--- config.mk ---
export PLATFORM = sky130hd
export DESIGN_NAME = btn_debounce_sched
export DESIGN_NICKNAME = d
export VERILOG_FILES = /design/src/rtl/btn_debounce_sched_pkg.sv /design/src/rtl/btn_debounce_sched_settle_timer.sv /design/src/rtl/btn_debounce_sched.sv
export SDC_FILE = /design/constraint.sdc
export NUM_CORES = 1
export LEC_CHECK = 0
export ABC_AREA = 0
export ABC_CLOCK_PERIOD_IN_PS = 3000
export CORE_ASPECT_RATIO = 0.9
export CORE_UTILIZATION = 31
export DETAILED_ROUTE_END_ITERATION = 8
export PLACE_DENSITY = 0.54
export SLEW_MARGIN = 20
export SYNTH_ARGS = -nofsm -noshare
export SYNTH_HDL_FRONTEND = slang
export SYNTH_SLANG_ARGS = --single-unit
--- constraint.sdc ---
create_clock -name clk -period 3 [get_ports clk]
set_input_delay 0.45 -clock clk [delete_from_list [all_inputs] [get_ports clk]]
set_output_delay 0.45 -clock clk [all_outputs]
set_load 0.05 [all_outputs]
--- src/rtl/btn_debounce_sched_pkg.sv ---
// Shared constants for the button debounce scheduler: FSM encoding and
// synchronizer depth.
package btn_debounce_sched_pkg;

   localparam int SYNC_STAGES = 2;

   typedef enum logic [1:0] {
      IDLE   = 2'd0,
      SETTLE = 2'd1,
      COMMIT = 2'd2
   } state_e;

endpackage

--- src/rtl/btn_debounce_sched_settle_timer.sv ---
// Shared settle timer: counts while enabled, holds at SETTLE_CYC-1 and flags done.
module settle_timer #(
   parameter  int SETTLE_CYC = 500000,
   localparam int TW         = $clog2(SETTLE_CYC)
) (
   input  logic clk,
   input  logic rst_l,
   input  logic clear,
   input  logic enable,
   output logic done
);

   logic [TW-1:0] count_q;
   logic [TW-1:0] count_d;

   always_comb begin
      count_d = count_q;
      if (clear) begin
         count_d = '0;
      end else if (enable && !done) begin
         count_d = count_q + TW'(1);
      end
   end

   always_ff @(posedge clk or negedge rst_l) begin
      if (!rst_l) begin
         count_q <= '0;
      end else begin
         count_q <= count_d;
      end
   end

   assign done = (count_q == TW'(SETTLE_CYC - 1));

endmodule

--- src/rtl/btn_debounce_sched.sv ---
// Debounce scheduler: N synchronized buttons share one settle timer, granted
// round-robin. Optional macro BTN_RELEASE_PULSE_EN adds btn_rel_pulse.
module btn_debounce_sched
   import btn_debounce_sched_pkg::*;
#(
   parameter  int N_BTN      = 4,
   parameter  int SETTLE_CYC = 500000,
   localparam int GW         = $clog2(N_BTN)
) (
   input  logic             clk,
   input  logic             rst_l,
   input  logic [N_BTN-1:0] btn_raw,
   output logic [N_BTN-1:0] btn_level,
   output logic [N_BTN-1:0] btn_pulse,
`ifdef BTN_RELEASE_PULSE_EN
   output logic [N_BTN-1:0] btn_rel_pulse,
`endif
   output logic             busy,
   output logic [GW-1:0]    grant_idx
);

   state_e           state_q, state_d;
   logic [N_BTN-1:0] sync_q [SYNC_STAGES];
   logic [N_BTN-1:0] sync;
   logic [N_BTN-1:0] req;
   logic [N_BTN-1:0] level_q, level_d;
   logic [N_BTN-1:0] pulse_q, pulse_d;
   logic [N_BTN-1:0] rel_q, rel_d;
   logic [GW-1:0]    grant_q, grant_d;
   logic [GW-1:0]    rr_q, rr_d;
   logic             timer_clear, timer_en, timer_done;
   logic             bounce;

   // First requesting index at or after ptr, wrapping; lower offsets win.
   function automatic logic [GW-1:0] rr_pick(input logic [N_BTN-1:0] r,
                                             input logic [GW-1:0]    ptr);
      logic [GW-1:0] pick;
      pick = ptr;
      for (int k = N_BTN - 1; k >= 0; k--) begin
         int idx;
         idx = (int'(ptr) + k) % N_BTN;
         if (r[idx]) pick = GW'(idx);
      end
      return pick;
   endfunction

   function automatic logic [GW-1:0] next_idx(input logic [GW-1:0] g);
      return (g == GW'(N_BTN - 1)) ? '0 : g + GW'(1);
   endfunction

   assign sync   = sync_q[SYNC_STAGES-1];
   assign req    = sync ^ level_q;
   assign bounce = (sync[grant_q] == level_q[grant_q]);

   always_ff @(posedge clk or negedge rst_l) begin
      if (!rst_l) begin
         state_q <= IDLE;
         for (int s = 0; s < SYNC_STAGES; s++) sync_q[s] <= '0;
         level_q <= '0;
         pulse_q <= '0;
         rel_q   <= '0;
         grant_q <= '0;
         rr_q    <= '0;
      end else begin
         state_q   <= state_d;
         sync_q[0] <= btn_raw;
         for (int s = 1; s < SYNC_STAGES; s++) sync_q[s] <= sync_q[s-1];
         level_q <= level_d;
         pulse_q <= pulse_d;
         rel_q   <= rel_d;
         grant_q <= grant_d;
         rr_q    <= rr_d;
      end
   end

   always_comb begin
      state_d     = state_q;
      grant_d     = grant_q;
      rr_d        = rr_q;
      timer_clear = 1'b1;
      timer_en    = 1'b0;
      case (state_q)
         IDLE: begin
            if (|req) begin
               grant_d = rr_pick(req, rr_q);
               state_d = SETTLE;
            end
         end
         SETTLE: begin
            timer_clear = 1'b0;
            if (bounce) begin
               state_d = IDLE;
               rr_d    = next_idx(grant_q);
            end else if (timer_done) begin
               state_d = COMMIT;
            end else begin
               timer_en = 1'b1;
            end
         end
         COMMIT: begin
            state_d = IDLE;
            rr_d    = next_idx(grant_q);
         end
         default: begin
            state_d = IDLE;
            grant_d = '0;
         end
      endcase
   end

   // Level/pulse updates happen only on the COMMIT cycle of the granted button.
   always_comb begin
      level_d = level_q;
      pulse_d = '0;
      rel_d   = '0;
      busy    = (state_q != IDLE);
      case (state_q)
         COMMIT: begin
            level_d[grant_q] = sync[grant_q];
            pulse_d[grant_q] = sync[grant_q] & ~level_q[grant_q];
            rel_d[grant_q]   = ~sync[grant_q] & level_q[grant_q];
         end
         IDLE, SETTLE: begin
            level_d = level_q;
         end
         default: begin
            level_d = '0;
         end
      endcase
   end

   settle_timer #(
      .SETTLE_CYC(SETTLE_CYC)
   ) u_timer (
      .clk    (clk),
      .rst_l  (rst_l),
      .clear  (timer_clear),
      .enable (timer_en),
      .done   (timer_done)
   );

   assign btn_level = level_q;
   assign btn_pulse = pulse_q;
   assign grant_idx = grant_q;

`ifdef BTN_RELEASE_PULSE_EN
   assign btn_rel_pulse = rel_q;
`else
   logic unused_rel;
   assign unused_rel = ^rel_q;
`endif

endmodule

==> results_dict.tcl, run 1 <==
set metrics [dict create \
    min_path_type "in2async" \
    rsz0062_at_grt "false" \
    drive_gt1_share_pct 8.26 \
    synth_common_cells "dfrtp_1 (41), nand2_1 (13), and2_1 (10), and3_1 (10), nor2_1 (10)" \
    numCtsBuffers 5 \
    cp.required_ps 3220 \
    synth_cell_types 47 \
    status "completed" \
    power.density_mw_per_mm2 707 \
    postCtsHoldBufs 0 \
    firstDrtPassIters 4 \
    cts.clk_slew.worst_paths_ps 80 \
    synth_cells 200 \
    portBuffers 16 \
    rows 28 \
    grt_pass1_wl_um 7620 \
    areaGrowthSynthToFinish_pct 14.3 \
    ys_seq_area_share_pct 47.4 \
    dp_hpwl_um 3020 \
    ant_nets 0 \
    crit_path_start_kind "flip-flop" \
    clock_sink_count 41 \
    power.net_switching_mw 0.701 \
    ys_seq_elements 41 \
    min_period_ps 2580 \
    dieArea_mm2 0.00732 \
    critPathMaxFanout 12 \
    avgSynthCellArea_um2 10.8 \
    end_kind "flip-flop" \
    post-cts-setup-buffers 0 \
    cap_violations 0 \
    p_seq_share_pct 39.1 \
    synth_area_mm2 0.00216 \
    finalHoldViolations 0 \
    drtIter0Drc 74 \
    gp_congestion 0.835 \
    core_mm2 0.00666 \
    max_freq_mhz 388 \
    finalCritPeriodShare_pct 85.9 \
    synth_edf_count 0 \
    timing_worst_slew_pin_value_ps 939 \
    wl_um 4310 \
    setup_slack_ps 423 \
    p_int_mw 1.05 \
    drc_errors 0 \
    initial_utilization_pct 32.5 \
    ios 17 \
    clk_latency_ps 300 \
    routedWlPerCell_um 14.0 \
    grt-ovfl-total 0 \
    pwr-share-clk_pct 20.2 \
    setup_viol 0 \
    grt_antenna_before_repair 0 \
    dp_slack_ps 429 \
    die_y_um 81.3 \
    yosysMostFrequentCell "dfrtp_1" \
    grt_pass1_vias 1469 \
    synth_area_leaders "dfrtp_1 (47%), ha_1 (5.2%), mux2i_1 (3.7%)" \
    num_antenna_cells 0 \
    fin_setup_tns_ps 0 \
    grt_max_degree 42 \
    ys.flop_type "dfrtp_1" \
    grt_usage_pct 13.4 \
    die_w_um 90.1 \
    p_leak_nw 1.12 \
    cts_root_buf "clkbuf_8" \
    comb_power_share_pct 40.7 \
    irDropWorstVdd_uv 284 \
    routed_via_density 4.81 \
    clock_path_buffers 2 \
    yosys.area.top_type "dfrtp_1" \
    cts_tree "built" \
    synth_nets 215 \
    slew_violations 0 \
    nNetsFinal 232 \
    cts_resized 0 \
    h-tree-depth 2 \
    cp.arrival_ps 2800 \
    async_flop_share_pct 100 \
    slew_headroom_pct 37.4 \
    finalClockSkew_ps 4.07 \
    yosys.area.top_type_share_pct 47.4 \
    vias 1483 \
    switching_share_pct 40.1 \
    worstSetupPathType "reg2reg" \
    synth_warnings 0 \
]
## power groups by stage
| stage | Combinational [mW] | Clock [mW] | Sequential [mW] |
|---|---|---|---|
| 2_1_floorplan | 0.488 | 0 | 0.730 |
| 6_report | 0.712 | 0.354 | 0.685 |
| 3_3_place_gp | 0.706 | 0 | 0.692 |
| 5_1_grt | 0.792 | 0.389 | 0.697 |
| 4_1_cts | 0.716 | 0.371 | 0.684 |
| 3_5_place_dp | 0.718 | 0 | 0.694 |
## flip-flops by register name, indices dropped and copies added, names as in the netlist
name,count
btn_level,4
u_timer.count_q,19
btn_pulse,4
grant_idx,2
rr_q,2
state_q,2
sync,4
sync_q,4
## worst max-delay path, cell delays in order, from the launching register on
cell     delay [ps]
dfrtp_1         530
mux4_2          570
ha_1            450
a21oi_2         490
and4_1          280
mux2i_1         180
## final cells by class
| type | count | area [µm²] |
|---|---|---|
| Sequential cell | 41 | 1030 |
| Fill cell | 677 | 4180 |
| Clock inverter | 2 | 10.0 |
| Multi-Input combinational cell | 143 | 1060 |
| Clock buffer | 6 | 72.6 |
| Tap cell | 90 | 113 |
| Inverter | 9 | 33.8 |
| Timing Repair Buffer | 17 | 163 |
## cell usage in the layout, fill, tap and decap left out, types with 2 or more instances in the layout
master	Yosys	routed
a22o_1	4	4
nand3_1	2	2
mux4_2	2	2
nand2_1	13	13
clkbuf_8	0	5
xor2_1	3	3
o21a_1	3	3
ha_1	9	9
xnor2_1	8	8
nor2b_1	3	3
o41ai_1	2	2
o21ai_0	9	9
nand2b_1	7	7
o21ai_1	4	4
a31oi_1	2	2
clkdlybuf4s50_1	0	15
and2_1	10	10
and4_1	5	5
dfrtp_1	41	41
xor2_2	2	2
nor2_1	10	10
nand3b_1	2	2
clkinv_2	0	2
nand4_1	6	6
mux2i_1	8	8
inv_1	9	9
and3_1	10	10
## stage by stage
step / area (µm²) / power [mW] / hold slack (ps) / utilization [%] / std cells
floorplan: 2160 / 1.22 / 154 / - / 200
global placement: 2390 / 1.40 / 333 / 35.9 / 300
detailed placement: 2390 / 1.41 / 335 / 35.9 / 300
CTS: 2470 / 1.77 / 327 / 37.2 / 308
global route: 2470 / 1.88 / 368 / 37.2 / 308
finish: 2470 / 1.75 / 296 / 37.2 / 308
## worst paths after layout
path                         startpoint             endpoint  slack [ps]  cells after the start
min reg2reg                   sync_q[6]              sync[2]         350                      0
max reg2reg                grant_idx[0]  u_timer.count_q[10]         420                      5
max in group asynchronous         rst_l         grant_idx[0]        2130                      1
min                               rst_l  u_timer.count_q[15]         300                      1
min in group clk              sync_q[6]              sync[2]         350                      0
max                        grant_idx[0]  u_timer.count_q[10]         420                      5
## routing by layer
metal  routed length (µm)  global-route usage (%)  vias up
met5                    0                       0        -
met4                   71                    4.35        0
met3                  150                    3.09        6
met2                 1770                    18.8       18
met1                 2310                    20.1      718
li1                     -                       -      741
## logic make-up after synthesis
logic type | synth area share, %
multiplexers | 6.30
flip-flops | 47.4
adder cells (fa/ha/maj) | 5.20
AND/OR/NAND/NOR | 21.2
XOR/XNOR | 5.95
AO/OA/AOI/OAI | 10.2
buffers and inverters | 3.76
Power figures use the tool's default switching activity.
==> run 2: changes to the inputs <==
ABC_CLOCK_PERIOD_IN_PS = 3200   (was 3000)
SETUP_SLACK_MARGIN = 0.4   (was not set)
clock period = 3.2 ns   (was 3 ns; I/O delays follow)
==> run 2 against run 1 <==
  * Combinational power decreased by 6.9%
  * Via count shrank 0.20%
  * Clock-buffer cell count down 1
  * Die area unchanged
  * Non-clock buffer count is the same
  * Largest cell class unchanged
  * Register-to-register slack gained 230 ps
  * Sequential share of layout area down 0.90 points
  * Final area up 2.2%
  * Sequential power decreased by 6.4%
  * Critical path type unchanged
  * Highest routed layer unchanged
  * First-iteration DRC count increased by 6.8%
==> results_dict.tcl, run 2 (same netlist as run 1, synthesis figures left out) <==
set metrics [dict create \
    wl_um 4210 \
    min_path_type "in2async" \
    power.density_mw_per_mm2 714 \
    cts_resized 0 \
    grt_max_degree 42 \
    reg2reg_depth 5 \
    rsz0062_at_grt "false" \
    status "completed" \
    layout_commonest_cell "dfrtp_1" \
    areaGrowthSynthToFinish_pct 16.9 \
    cp_num_cells 5 \
    setup_viol 0 \
    finalCritPeriodShare_pct 79.6 \
    drive_gt1_share_pct 8.72 \
    grt-ovfl-total 0 \
    portBuffers 16 \
    clock_sink_count 41 \
    grt_pass1_wl_um 7630 \
    drtIter0Drc 79 \
    cts_tree "built" \
    critPathMaxFanout 12 \
    end_kind "flip-flop" \
    final_cell_mix "dfrtp_1 (41), clkdlybuf4s50_1 (15), nand2_1 (13)" \
    clk_latency_ps 290 \
    num_antenna_cells 0 \
    numCtsBuffers 5 \
    cap_violations 0 \
    timing_worst_slew_pin_value_ps 937 \
    die_y_um 81.3 \
    dp_hpwl_um 2900 \
    rrSetupSlack_ps 650 \
    slew_violations 0 \
    clock_path_buffers 2 \
    routed_via_density 4.81 \
    gp_congestion 0.811 \
    grt_usage_pct 13.2 \
    fin_setup_tns_ps 0 \
    grt_pass1_vias 1487 \
    holdWs_ps 328 \
    top_register "u_timer.count_q" \
    dieArea_mm2 0.00732 \
    die_w_um 90.1 \
    final_util_pct 38.0 \
    nNetsFinal 232 \
    vias 1480 \
    worstSetupPathType "reg2reg" \
    grt_antenna_before_repair 0 \
    nFillCells 677 \
    crit_path_start_kind "flip-flop" \
    irDropWorstVdd_uv 248 \
    worst-path-buf-inv 0 \
    cts_root_buf "clkbuf_8" \
    cp.arrival_ps 2760 \
    ant_nets 0 \
    min_period_ps 2550 \
    h-tree-depth 2 \
    cts.clk_slew.worst_paths_ps 80 \
    finalClockSkew_ps 5.35 \
    cp_slowest_cell "mux4_2" \
    p_total_mw 1.81 \
    drc_errors 0 \
    post-cts-setup-buffers 0 \
    slew_headroom_pct 37.5 \
    postCtsHoldBufs 0 \
    core_mm2 0.00666 \
    ios 17 \
    firstDrtPassIters 4 \
    path_cells "mux4_2, ha_1, a21oi_2, and4_1, mux2i_1" \
    finalHoldViolations 0 \
    largest_register_ffs 19 \
    cp.required_ps 3420 \
    rows 28 \
    max_freq_mhz 393 \
    initial_utilization_pct 32.5 \
    p_leak_nw 1.14 \
    critPathMaxStageDelay_ps 560 \
    path_delay_family "multiplexers" \
    routedWlPerCell_um 13.7 \
]
run 2: where the power goes:
group	switching [mW]	internal (mW)
Sequential	0.0652	0.575
Clock	0.188	0.314
Combinational	0.405	0.259
run 2: layout make-up:
| cell class | count | area [µm²] | area share, % |
|---|---|---|---|
| multi-input combinational | 143 | 1060 | 41.8 |
| sequential | 41 | 1030 | 40.6 |
| inverter | 9 | 33.8 | 1.34 |
| clock buffer | 5 | 68.8 | 2.72 |
| timing repair buffer | 17 | 163 | 6.43 |
| tap | 90 | 113 | 4.45 |
| clock inverter | 3 | 68.8 | 2.72 |
run 2: per-layer routing:
layer / part of all wire (%) / track usage (%)
met1: 54 / 19.6
met5: 0 / 0
met2: 42 / 18.8
met3: 2.3 / 2.81
met4: 1.3 / 4.35
run 2: final timing paths:
path,endpoint,startpoint
min in group clk,sync[2],sync_q[6]
worst max register to register,u_timer.count_q[10],grant_idx[0]
worst min-delay path,u_timer.count_q[7],rst_l
worst min register to register,sync[2],sync_q[6]
worst max-delay path,u_timer.count_q[10],grant_idx[0]
max in group asynchronous,u_timer.count_q[1],rst_l
run 2: stage by stage:
stage          cell area [µm²]  setup WS [ps]  cells
4_1_cts                   2530            614    308
5_1_grt                   2530            479    308
3_3_place_gp              2390            737    300
2_1_floorplan             2160            679    200
6_report                  2530            653    308
3_5_place_dp              2390            649    300
==> run 3: changes to the inputs <==
ABC_CLOCK_PERIOD_IN_PS = 2550   (was 3200)
clock period = 2.55 ns   (was 3.2 ns; I/O delays follow)
==> run 3 against run 2 <==
  * Non-clock buffer count is 3 higher
  * Wire length decreased by 1.4%
  * Via count increased by 1.4%
  * Clock-buffer cell count did not move
  * Sequential share of layout area increased by 0.11 points
  * Critical endpoint is now u_timer.count_q[17]
==> results_dict.tcl, run 3 (same netlist as run 1, synthesis figures left out) <==
set metrics [dict create \
    finalCritPeriodShare_pct 80.3 \
    initial_utilization_pct 32.5 \
    max_freq_mhz 489 \
    rows 28 \
    slew_violations 0 \
    routed_via_density 4.83 \
    largest_register_ffs 19 \
    min_path_type "in2async" \
    grt_antenna_before_repair 0 \
    crit_path_start_kind "flip-flop" \
    h-tree-depth 2 \
    grt_max_degree 42 \
    final_util_pct 38.0 \
    end_kind "flip-flop" \
    p_total_mw 2.09 \
    numCtsBuffers 5 \
    cts_root_buf "clkbuf_8" \
    r2r-start "grant_idx[0]" \
    clock_sink_count 41 \
    die_w_um 90.1 \
    finalClockSkew_ps 6.62 \
    grt_usage_pct 12.7 \
    startpoint "grant_idx[0]" \
    dpl_cell_area_mm2 0.00242 \
    cts_tree "built" \
    num_antenna_cells 0 \
    cap_violations 0 \
    p_leak_nw 1.14 \
    path_cells "mux4_2, ha_4, and4b_1, nand4_1, xnor2_1, and2_1" \
    wl_um 4150 \
    top_register "u_timer.count_q" \
    timing_worst_slew_pin_value_ps 904 \
    firstDrtPassIters 4 \
    ios 17 \
    drc_errors 0 \
    min_period_ps 2050 \
    grt_pass1_wl_um 7270 \
    grt_pass1_vias 1488 \
    cp_slowest_cell "mux4_2" \
    irDropWorstVdd_uv 290 \
    grtUsageMet3_pct 2.90 \
    cp.required_ps 2740 \
    cts.clk_slew.worst_paths_ps 80 \
    areaGrowthSynthToFinish_pct 16.7 \
    fin_setup_tns_ps 0 \
    ant_nets 0 \
    nFillCells 686 \
    cp.arrival_ps 2230 \
    drive_gt1_share_pct 11.8 \
    gp_congestion 0.824 \
    routedWlPerCell_um 13.3 \
    status "completed" \
    critPathMaxFanout 10 \
    final_cell_mix "dfrtp_1 (40), clkdlybuf4s50_1 (14), nand2_1 (13)" \
    core_mm2 0.00666 \
    vias 1501 \
    final_cell_area_mm2 0.00253 \
    setup_viol 0 \
    worst-path-buf-inv 0 \
    path_delay_family "multiplexers" \
    power.density_mw_per_mm2 826 \
    die_y_um 81.3 \
    drtIter0Drc 54 \
    dieArea_mm2 0.00732 \
    portBuffers 16 \
    worstSetupPathType "reg2reg" \
    layout_commonest_cell "dfrtp_1" \
    nNetsFinal 235 \
    finalHoldViolations 0 \
    slew_headroom_pct 39.7 \
    critPathMaxStageDelay_ps 570 \
    clk_latency_ps 290 \
    dp_hpwl_um 2920 \
    met1_usage_pct 18.1 \
    grt_use_met2_pct 18.7 \
    rsz0062_at_grt "true" \
    grt.busiest_layer "met2" \
    grt-ovfl-total 0 \
    clock_path_buffers 2 \
]
[run 3: power by group]
part / switching (mW) / total, mW / internal (mW)
clock network: 0.224 / 0.413 / 0.189
logic: 0.516 / 0.874 / 0.358
registers: 0.0772 / 0.801 / 0.723
total: 0.817 / 2.09 / 1.27
[run 3: path summary, 6_finish.rpt]
path                            cells past startpoint  slack [ps]                  end
worst max-delay path                                6         500  u_timer.count_q[17]
worst min-delay path                                1         220  u_timer.count_q[12]
worst max register to register                      6         500  u_timer.count_q[17]
worst min register to register                      0         350              sync[2]
max in group asynchronous                           1        1700         grant_idx[0]
min in group clk                                    0         350              sync[2]
[run 3: area by class of cell]
type                            count  area, µm²  share of cell area (%)
Sequential cell                    41       1030                    40.7
Timing Repair Buffer               20        184                    7.28
Clock buffer                        5       68.8                    2.72
Clock inverter                      3       17.5                   0.693
Multi-Input combinational cell    143       1080                    42.8
Tap cell                           90        113                    4.46
Inverter                            9       33.8                    1.34
[run 3: worst reg2reg max path: stages (launching register included)]
cell,delay [ps]
dfrtp_2,430
mux4_2,570
ha_4,290
and4b_1,270
nand4_1,110
xnor2_1,130
and2_1,140
[run 3: timing repair]
item / in CTS / in global routing
buffers inserted: 0 / 2
gates resized for setup: 1 / 1
endpoints found under the setup margin: 1 / 7
hold buffers: 0 / 0
[run 3: metal layers]
layer	share of wire, %	vias up
met5	0	-
met4	1.4	0
met3	2.9	8
met2	42	32
met1	54	721
li1	-	740
[run 3: metrics by stage]
stage	instances	hold slack [ps]	setup WS (ps)
after floorplan	200	86.9	293
after global placement	301	332	509
after detailed placement	301	335	473
after CTS	309	255	468
after global routing	311	310	376
final	311	218	503
==> RTL change (settings of run 1) <==
Build with the macro `BTN_RELEASE_PULSE_EN` defined.
--- a/src/rtl/btn_debounce_sched.sv
+++ b/src/rtl/btn_debounce_sched.sv
@@ -1,4 +1,6 @@
 // Debounce scheduler: N synchronized buttons share one settle timer, granted
 // round-robin. Optional macro BTN_RELEASE_PULSE_EN adds btn_rel_pulse.
+`define BTN_RELEASE_PULSE_EN
+
 module btn_debounce_sched
    import btn_debounce_sched_pkg::*;
Behaviour (old outputs only; new: btn_rel_pulse): unchanged (Yosys induction, for registers that start in step).
==> RTL change against run 1 <==
Synthesized area increased by 5.1%. Sequential power increased by 3.4%. Cell area increased by 8.0%. Combinational power decreased by 29%. Sequential share of layout area increased by 0.68 points. Count of clock-buffer cells in the layout increased by 1. Worst setup slack got worse by 0.030 ns. Routed wire length increased by 3.8%. Power decreased by 7.3%. Critical path depth increased by 3. Sequential cell count increased by 4.
==> RTL change: results (changes against run 1) <==
Finish
  • Layout cells sized above 1: 11.84% (+3.6 points)
  • Nets: 243 (+4.7%)

Drt
  • Via count: 1620 (+9.2%)
  • Initial drt markers: 89 (+20%)
  • WL met3: 109 um (-27%)
  • Met2 WL: 1881 um (+6.2%)
  • Detailed-route wire length per cell: 13.92 um (-0.42%)
  • Met1 Routed Length: 2395 um (+3.6%)

STA
  • Relative slew margins: 63.14% (+26 points)
  • Clock skew: 0.005550 ns (+0.001478 ns)

Setup path
  • Max FO, Critical Path: 15 (+3)
  • Top cell family by delay on the critical path: simple AND/OR/NAND/NOR gates
  • Worst path arrival time: 2.84 ns (+0.04 ns)
  • Reg-to-reg setup timing slack: 0.39 ns (-0.03 ns)
  • Worst R2R Path Depth: 8 (+3)
  • Worst R2R End: u_timer.count_q[17]

Synthesis
  • Seq/Total Area, Yosys: 49.50% (+2.1 points)
  • Synthesis Warnings: 0 (unchanged)
  • Post-synth top cells: dfrtp_1, and3_1, inv_1, ha_1, nand3_1
  • Synth top area cells: dfrtp_1, ha_1, and3_1
  • Net count after synthesis: 219 (+1.9%)

Place
  • Routability Congestion: 0.7867 (-5.7%)
  • Dpl hpwl: 3251 um (+7.5%)
  • I/O Buffers: 20 (+4)

Global route
  • Overall routing resource usage: 13.01% (-0.39 points)
  • Largest net degree at the start of global routing: 46 (+9.5%)
  • Global-route wire length before repair: 7838 um (+2.9%)
  • Antenna violations before repair: 0 (unchanged)

Outcome
  • Status: completed

Power
  • Leak: 1.190 nW (+6.3%)
  • Maximum VDD drop: 0.0003201 V (+13%)
==> RTL change: cell types whose count changed after synthesis, moves of 4 or more <==
cell / delta
and2_1: -8
nand3_1: +8
o211ai_1: +8
o31ai_1: +8
a21oi_1: +6
and4_1: -5
dfrtp_1: +4
mux2_2: +4
mux2i_1: -4
nand2_1: -4
nand2b_1: -4
==> RTL change: logic make-up after synthesis <==
family                     after synthesis  share of synthesized area [%]
AOI/OAI and AO/OA                       48                          14.91
xor gates and xnor gates                11                          4.235
adders and majority gates               10                          5.501
buffers and inverters                   17                          3.410
DFF                                     45                          49.50
muxes                                   11                          6.215
and+or+nand+nor                         61                          16.23
==> RTL change: stage by stage <==
step                cell area (sq um)  setup WS [ns]  std cells  hold slack, ns
global route                     2673         0.2090        321          0.1781
finish                           2673         0.3930        321          0.1404
detailed placement               2569         0.3916        313          0.3355
CTS                              2670         0.3714        321          0.3520
floorplan                        2275         0.3209        203          0.1544
global placement                 2569         0.4585        313          0.3338
==> RTL change: how the worst max path moves through the flow <==
| stage | from | end | slack, ns | cells past startpoint |
|---|---|---|---|---|
| 2_1_floorplan | grant_idx[0] | u_timer.count_q[18] | 0.32 | 7 |
| 3_3_place_gp | grant_idx[0] | u_timer.count_q[17] | 0.46 | 8 |
| 3_5_place_dp | grant_idx[0] | u_timer.count_q[17] | 0.39 | 8 |
| 4_1_cts | grant_idx[0] | u_timer.count_q[17] | 0.37 | 8 |
| 5_1_grt | grant_idx[0] | u_timer.count_q[18] | 0.21 | 7 |
| 6_report | grant_idx[0] | u_timer.count_q[17] | 0.39 | 8 |
==> RTL change: routing by layer <==
layer | vias to the layer above | GRT usage [%]
met5 | - | 0
met4 | 0 | 5.966
met3 | 7 | 2.747
met2 | 22 | 18.25
met1 | 793 | 19.02
li1 | 798 | -
==> RTL change: area by class of cell <==
cell class,count,area (sq um)
fill,699,4403
sequential,45,1126
multi-input combinational,141,1071
timing repair buffer,22,212.7
tap,93,116.4
clock buffer,7,96.34
inverter,12,45.04
clock inverter,1,5.005
==> RTL change: power by group <==
part           leakage [nW]  internal (mW)  switching [mW]
combinational         0.535          0.180           0.325
clock                0.0542          0.208           0.201
sequential            0.601          0.653          0.0555
total                  1.19           1.04           0.582
